<file path="src/rtl/alu_pkg.sv">
// Shared types for the ALU execute stage: operation codes and FSM state encoding.
package alu_pkg;

    localparam int OP_W = 3;

    typedef enum logic [OP_W-1:0] {
        OP_ADD = 3'b000,
        OP_SUB = 3'b001,
        OP_AND = 3'b010,
        OP_OR  = 3'b011,
        OP_XOR = 3'b100,
        OP_SLT = 3'b101,
        OP_MUL = 3'b110,
        OP_SRL = 3'b111
    } op_t;

    typedef enum logic [1:0] {
        IDLE = 2'b00,
        EXEC = 2'b01,
        MUL  = 2'b10,
        WB   = 2'b11
    } state_t;

endpackage

</file>
<file path="src/rtl/mul_iter.sv">
// Iterative shift-add multiplier: one partial product per cycle for N cycles after load.
// Present only in builds with ALU_MUL_EN defined.
module mul_iter #(
    parameter int N = 8
) (
    input  logic           clk,
    input  logic           rst,
    input  logic           load,
    input  logic [N-1:0]   a,
    input  logic [N-1:0]   b,
    output logic [2*N-1:0] prod,
    output logic           last
);

    localparam int CW = $clog2(N + 1);

    logic [2*N-1:0] acc_reg;
    logic [2*N-1:0] a_sh_reg;
    logic [N-1:0]   b_sh_reg;
    logic [CW-1:0]  cnt_reg;

    // prod is the accumulator as it stands after the current step, so on the
    // last step it already holds the complete product for the caller to capture.
    assign prod = acc_reg + (b_sh_reg[0] ? a_sh_reg : '0);
    assign last = (cnt_reg == CW'(1));

    always_ff @(posedge clk) begin
        if (!rst) begin
            acc_reg  <= '0;
            a_sh_reg <= '0;
            b_sh_reg <= '0;
            cnt_reg  <= '0;
        end else if (load) begin
            acc_reg  <= '0;
            a_sh_reg <= {{N{1'b0}}, a};
            b_sh_reg <= b;
            cnt_reg  <= CW'(N);
        end else if (cnt_reg != '0) begin
            acc_reg  <= prod;
            a_sh_reg <= a_sh_reg << 1;
            b_sh_reg <= b_sh_reg >> 1;
            cnt_reg  <= cnt_reg - CW'(1);
        end
    end

endmodule

</file>
<file path="src/rtl/alu_exec_unit.sv">
// Execute stage between register-file read and write-back, with start/busy/done handshake.
// Define ALU_MUL_EN to build the iterative multiplier; otherwise op 110 flags an illegal op.
module alu_exec_unit
    import alu_pkg::*;
#(
    parameter int N  = 8,
    parameter int AW = 3
) (
    input  logic            clk,
    input  logic            rst,
    input  logic            start,
    input  logic [OP_W-1:0] op,
    input  logic [N-1:0]    srca,
    input  logic [N-1:0]    srcb,
    input  logic [AW-1:0]   dst,
    output logic [N-1:0]    wd3,
    output logic [AW-1:0]   wa3,
    output logic            we3,
    output logic            busy,
    output logic            done,
    output logic            zero,
    output logic            ovf
);

    state_t        state_reg, state_next;
    op_t           op_reg;
    logic [N-1:0]  a_reg, b_reg;
    logic [AW-1:0] dst_reg;
    logic [N-1:0]  wd3_reg;
    logic [AW-1:0] wa3_reg;
    logic          we3_reg, busy_reg, done_reg, zero_reg, ovf_reg;

    logic [N-1:0]  res_next;
    logic          ovf_next;
    logic          accept;
    logic          finish;
    logic          is_mul;

`ifdef ALU_MUL_EN
    logic [2*N-1:0] mul_prod;
    logic           mul_last;

    assign is_mul = (op == OP_MUL);

    mul_iter #(.N(N)) u_mul (
        .clk  (clk),
        .rst  (rst),
        .load (accept && is_mul),
        .a    (srca),
        .b    (srcb),
        .prod (mul_prod),
        .last (mul_last)
    );

    assign finish = (state_reg == EXEC) || ((state_reg == MUL) && mul_last);
`else
    assign is_mul = 1'b0;
    assign finish = (state_reg == EXEC);
`endif

    assign accept = (state_reg == IDLE) && start;

    always_comb begin
        state_next = state_reg;
        case (state_reg)
            IDLE: if (start) state_next = is_mul ? MUL : EXEC;
            EXEC: state_next = WB;
`ifdef ALU_MUL_EN
            MUL:  if (mul_last) state_next = WB;
`endif
            WB:   state_next = IDLE;
            default: state_next = IDLE;
        endcase
    end

    // Carry and borrow both fall out as bit N of a zero-extended add/subtract.
    always_comb begin
        res_next = '0;
        ovf_next = 1'b0;
        case (op_reg)
            OP_ADD: {ovf_next, res_next} = {1'b0, a_reg} + {1'b0, b_reg};
            OP_SUB: {ovf_next, res_next} = {1'b0, a_reg} - {1'b0, b_reg};
            OP_AND: res_next = a_reg & b_reg;
            OP_OR:  res_next = a_reg | b_reg;
            OP_XOR: res_next = a_reg ^ b_reg;
            OP_SLT: res_next = {{(N-1){1'b0}}, (a_reg < b_reg)};
            OP_SRL: res_next = a_reg >> b_reg[2:0];
`ifdef ALU_MUL_EN
            OP_MUL: begin
                res_next = mul_prod[N-1:0];
                ovf_next = |mul_prod[2*N-1:N];
            end
`else
            OP_MUL: begin
                res_next = '0;
                ovf_next = 1'b1;
            end
`endif
            default: begin
                res_next = '0;
                ovf_next = 1'b0;
            end
        endcase
    end

    always_ff @(posedge clk) begin
        if (!rst) begin
            state_reg <= IDLE;
            op_reg    <= OP_ADD;
            a_reg     <= '0;
            b_reg     <= '0;
            dst_reg   <= '0;
            wd3_reg   <= '0;
            wa3_reg   <= '0;
            we3_reg   <= 1'b0;
            busy_reg  <= 1'b0;
            done_reg  <= 1'b0;
            zero_reg  <= 1'b0;
            ovf_reg   <= 1'b0;
        end else begin
            state_reg <= state_next;
            done_reg  <= 1'b0;
            we3_reg   <= 1'b0;
            if (accept) begin
                op_reg   <= op_t'(op);
                a_reg    <= srca;
                b_reg    <= srcb;
                dst_reg  <= dst;
                busy_reg <= 1'b1;
            end
            // Register $0 is hardwired, so its write enable is suppressed here.
            if (finish) begin
                wd3_reg  <= res_next;
                wa3_reg  <= dst_reg;
                zero_reg <= (res_next == '0);
                ovf_reg  <= ovf_next;
                done_reg <= 1'b1;
                we3_reg  <= (dst_reg != '0);
                busy_reg <= 1'b0;
            end
        end
    end

    assign wd3  = wd3_reg;
    assign wa3  = wa3_reg;
    assign we3  = we3_reg;
    assign busy = busy_reg;
    assign done = done_reg;
    assign zero = zero_reg;
    assign ovf  = ovf_reg;

endmodule

</file>
<file path="config.mk">
export PLATFORM = sky130hd
export DESIGN_NAME = alu_exec_unit
export DESIGN_NICKNAME = d
export VERILOG_FILES = /design/src/rtl/alu_pkg.sv /design/src/rtl/mul_iter.sv /design/src/rtl/alu_exec_unit.sv
export SDC_FILE = /design/constraint.sdc
export NUM_CORES = 1
export LEC_CHECK = 0
export CAP_MARGIN = 10
export CORE_MARGIN = 1.5
export CORE_UTILIZATION = 55
export CTS_CLUSTER_SIZE = 12
export DETAILED_ROUTE_END_ITERATION = 6
export GPL_ROUTABILITY_DRIVEN = 1
export PLACE_DENSITY_LB_ADDON = 0.25
export SYNTH_ARGS = -nofsm -noshare
export SYNTH_HDL_FRONTEND = slang
export SYNTH_SLANG_ARGS = --single-unit
</file>
<file path="constraint.sdc">
create_clock -name clk -period 3 [get_ports clk]
set_clock_uncertainty 0.05 [all_clocks]
set_input_delay 0.45 -clock clk [delete_from_list [all_inputs] [get_ports clk]]
set_output_delay 0.45 -clock clk [all_outputs]
set_load 0.01 [all_outputs]
</file>
== After elaboration in Yosys (flattened, before gate mapping) ==
Cells that the tools add are included.
Storage, ports and cells
  word-level logic and storage cells: 41
  bits in registers: 40
Cells by class
  equal/unequal tests: 9
  add/sub/neg operators: 2
  reductions and logical operators: 7
  $lt $le $gt $ge: 1
  muxes and demuxes: 5
  shifts and indexed selects: 1
  bitwise gates (word level): 4
Operators by type and width (number)
  one-hot mux 8 bit (8 select lines): 1
  == test 3 bit (second input constant): 4
  adder 8 x 8 -> 9 bit: 1
  subtractor 8 x 8 -> 9 bit: 1
  AND 8 bit: 1
  logical NOT 8 bit: 1
  less-than comparator 8 bit: 1
  OR 8 bit: 1
  right shift 8 x 3 -> 8 bit: 1
  bitwise XOR 8 bit: 1
  == test 3 x 2 -> 1 bit (second input constant): 2
  one-hot mux 2 bit (2 select lines): 1
  == test 3 x 1 -> 1 bit (second input constant): 1
  logical NOT 3 bit: 1
  one-hot mux 1 bit (3 select lines): 1
  nonzero test 3 bit: 1
  == test 2 x 1 -> 1 bit (second input constant): 1
  logical NOT 2 bit: 1
  2-to-1 mux 2 bit: 1
  != test 2 bit (second input constant): 1
  AND reduction 2 bit: 1
  OR reduction 2 bit: 1
  logical AND 1 bit: 1
  2-to-1 mux 1 bit: 1
  inverter 1 bit: 1

== Logic depth before layout (Yosys ltp) ==
  word-level depth: 3
  gate-level depth with buffers: 11

== Worst setup path after synthesis ==
Ideal clock, no wire load.
  path kind: reg-to-reg
  start point: register b_reg[1]
  end point: register zero_reg (netlist: zero)
  period minus slack after synthesis: 2741 ps
  data arrival time: 2596 ps
  path slack: 259 ps
  stages on the path, launching flop included: 11
  library setup time: 96 ps
  required time: 2854 ps
  cell sequence: dfxtp_1 > buf_1 > inv_1 > ha_1 > o21bai_1 > a2111oi_0 > o21bai_1 > a21oi_1 > xnor2_1 > a22oi_1 > o41ai_2
Between the ends
  cells in the longest elaborated chain, start to end: 3
  elaborated cells between the ends (all ways): 9
  classes of those cells: 2 x add/sub; 1 x order compare; 1 x shift; 1 x mux; 3 x bitwise; 1 x reduce/logical
Ends and longest elaborated chain
  from (decl): line alu_exec_unit.sv:27  | logic [N-1:0] a_reg, b_reg;
  from (signal assigned): line alu_exec_unit.sv:127  | b_reg <= srcb;
  subtractor 8 x 8 -> 9 bit, or another cell as far along: line alu_exec_unit.sv:82  | OP_SUB: {ovf_next, res_next} = {1'b0, a_reg} - {1'b0, b_reg};
  one-hot mux 8 bit (8 select lines) *: line alu_exec_unit.sv:80  | case (op_reg)
  logical NOT 8 bit *: line alu_exec_unit.sv:135  | zero_reg <= (res_next == '0);
  to (signal assigned): line alu_exec_unit.sv:135
  to (decl): line alu_exec_unit.sv:31  | logic we3_reg, busy_reg, done_reg, zero_reg, ovf_reg;
Mark *: on every way between the ends. The rest lies on a longest branch, timed or not.
A chain may end at the register's enable or synchronous reset.

== Final worst setup path ==
  start point: register b_reg[2]
  end point: register zero_reg (netlist: zero)
Same word-level chain as after synthesis.

==> impl_metrics.ini <==
[finish]
final_cell_mix = nand2_1, dfxtp_1, clkdlybuf4s50_1, a21oi_1, inv_1
post_route_cells_drive_above_1_share = 0.0841
area_growth_pct = 22.3
antennaDiodeCount = 0
final_nets = 467
fin_cells = 486
layout_commonest_cell = nand2_1

[sta]
max-slew-margin-rel = 0.546
period_share = 0.911
finalSetupViolations = 0
worst_slew_pin_slew_ns = 0.682
final-hold-violation-count = 0
grt_setup_unrepaired = false
fin_setup_tns_ns = 0
fmax_ghz = 0.366
final_max_slew_viol_count = 0
period_needed_ns = 2.73

[global_routing]
overflow = 0
track_usage = 0.286
grt_pass1_wl_um = 12300
antenna_found_initial = 0
gr-usage-met3 = 0.0415
grt_busiest_layer = met2
gr-usage-met1 = 0.413
grt_max_degree = 30
grt_pass1_vias = 2575
grt_use_met2 = 0.440

[clocking]
cts_tree = yes
clk_pin_slew_ns = 0.08
cts-root-buf = clkbuf_8
cts_buffer_depth = 2
worstSkewPairLatency_ns = 0.29
postCtsSetupRepairBufs = 0
cts_max_level = 2
ctsHoldBuffers = 0
post_cts_resized = 0
cts_buffers = 5
clock-sinks = 40

[floorplanning]
fp.dieW_um = 75.2
rows = 26
core_area_um2 = 5070
initial_core_util = 0.565
ios = 41
die_area_um2 = 5660
fp.dieH_um = 75.2

[setup_path]
timing.rr.start = b_reg[2]$_SDFFE_PN0P_
required_ns = 3.16
slowest_stage = a2111oi_1
cp_cell_sequence = inv_1, ha_1, nor3_1, a2111oi_1, o21bai_1, a21oi_1, xnor2_1, a22oi_1, o41ai_2
crit_type = reg -> reg
crit_buf_inv = 1
cp_top_family = compound AO/OA/AOI/OAI gates
crit_path_start_kind = flip-flop
rrSetupSlack_ns = 0.27
crit_fanout = 7
crit_start = b_reg[2]$_SDFFE_PN0P_
end_kind = flip-flop
cp_data_arrival_time_ns = 2.89
slowest_delay_ns = 0.58

[routing]
post_drt_via_cell_ratio = 5.83
wl_um = 7480
first_pass_iters = 5
wl_per_cell_um = 15.4
drt.antenna.violating_nets = 0
num_vias = 2831
drc_errors = 0
first_iter_violations = 257

[outcome]
status = complete, no violations

[placed_design]
io_buffers = 40
dp_hpwl_um = 5790
place_inst = 479
place_congestion = 0.919

[synth]
synthFlopType = dfxtp_1
synthesis.area_um2 = 2870
synth_top_area_frac = 0.279
ys_seq_elements = 40
synth_area_per_cell_um2 = 7.61
synth_area_leaders = dfxtp_1, ha_1, nand2_1, a21oi_1, inv_1
synth_edf_count = 0
yosysWarnings = 0
syn-num-nets = 428
synth.largest_area_cell = dfxtp_1
synth_cells = 377
synth_seq_area_share = 0.279
ys_async_sr_fraction = 0
yosysUniqueCellTypes = 56

[pwr]
powerDensity_nw_per_um2 = 452
max-vdd-ir-drop_mv = 0.480
leakagePower_nw = 1.38

[hold_path]
hold_class = reg -> reg
hp-start = wa3[2]$_SDFFE_PN0P_

[flow_run]
max_cap_viol_count = 0
[cells in the mapped netlist, types with 5 or more instances]
library cell / number
a22oi_1: 5
nand2b_1: 10
clkbuf_1: 14
nor2b_1: 6
nor3_1: 10
a31oi_1: 5
o21ai_0: 12
o21bai_1: 6
dfxtp_1: 40
a21oi_1: 39
buf_2: 5
ha_1: 24
nand2_1: 64
nor2_1: 26
inv_1: 32
[layer usage]
layer	up-vias	part of all wire
li1	1392	-
met1	1304	0.45
met4	0	0.027
met2	116	0.46
met3	19	0.064
met5	-	0
[layout make-up]
cell class	count	area (um2)
Clock inverter	2	60.1
Sequential cell	40	801
Multi-Input combinational cell	282	1860
Tap cell	70	87.6
Timing Repair Buffer	55	513
Inverter	32	120
Fill cell	444	1570
Clock buffer	5	68.8
[path summary, 6_finish.rpt]
check,endpoint,cells past startpoint
setup / recovery,zero$_SDFFE_PN0P_,9
hold / removal,wa3[2]$_SDFFE_PN0P_,2
setup reg to reg,zero$_SDFFE_PN0P_,9
hold reg to reg,wa3[2]$_SDFFE_PN0P_,2
[power by group]
group          switching (W)  internal, W
logic               0.000260     0.000217
registers          0.0000318     0.000566
clock network       0.000184     0.000327
total               0.000476      0.00111
[per-stage QoR]
step	total power, W	area (um2)	hold WS, ns	utilization	worst slack, ns
after global placement	0.00107	3380	0.397	0.666	0.297
final	0.00159	3510	0.409	0.691	0.268
after detailed placement	0.00108	3380	0.398	0.666	0.255
after floorplan	0.000913	2870	0.395	-	0.259
after global routing	0.00167	3510	0.430	0.691	0.0341
after CTS	0.00159	3510	0.409	0.691	0.222
[worst register-to-register path: cells and delay by family, from the launching register on]
family | cells | cell delay (ns)
simple gates | 1 | 0.09
fa+ha+maj | 1 | 0.41
compound gates | 5 | 1.41
xor+xnor | 1 | 0.15
buf+inv | 1 | 0.12
flops | 1 | 0.43
[logic make-up after synthesis]
group | after synthesis | synth area share
AND/OR/NAND/NOR | 140 | 0.229
adder cells (fa/ha/maj) | 26 | 0.119
buffers and inverters | 55 | 0.0754
flip-flops | 40 | 0.279
AO/OA/AOI/OAI | 107 | 0.253
XOR/XNOR | 3 | 0.00916
multiplexers | 6 | 0.0353
Power figures use the tool's default switching activity.
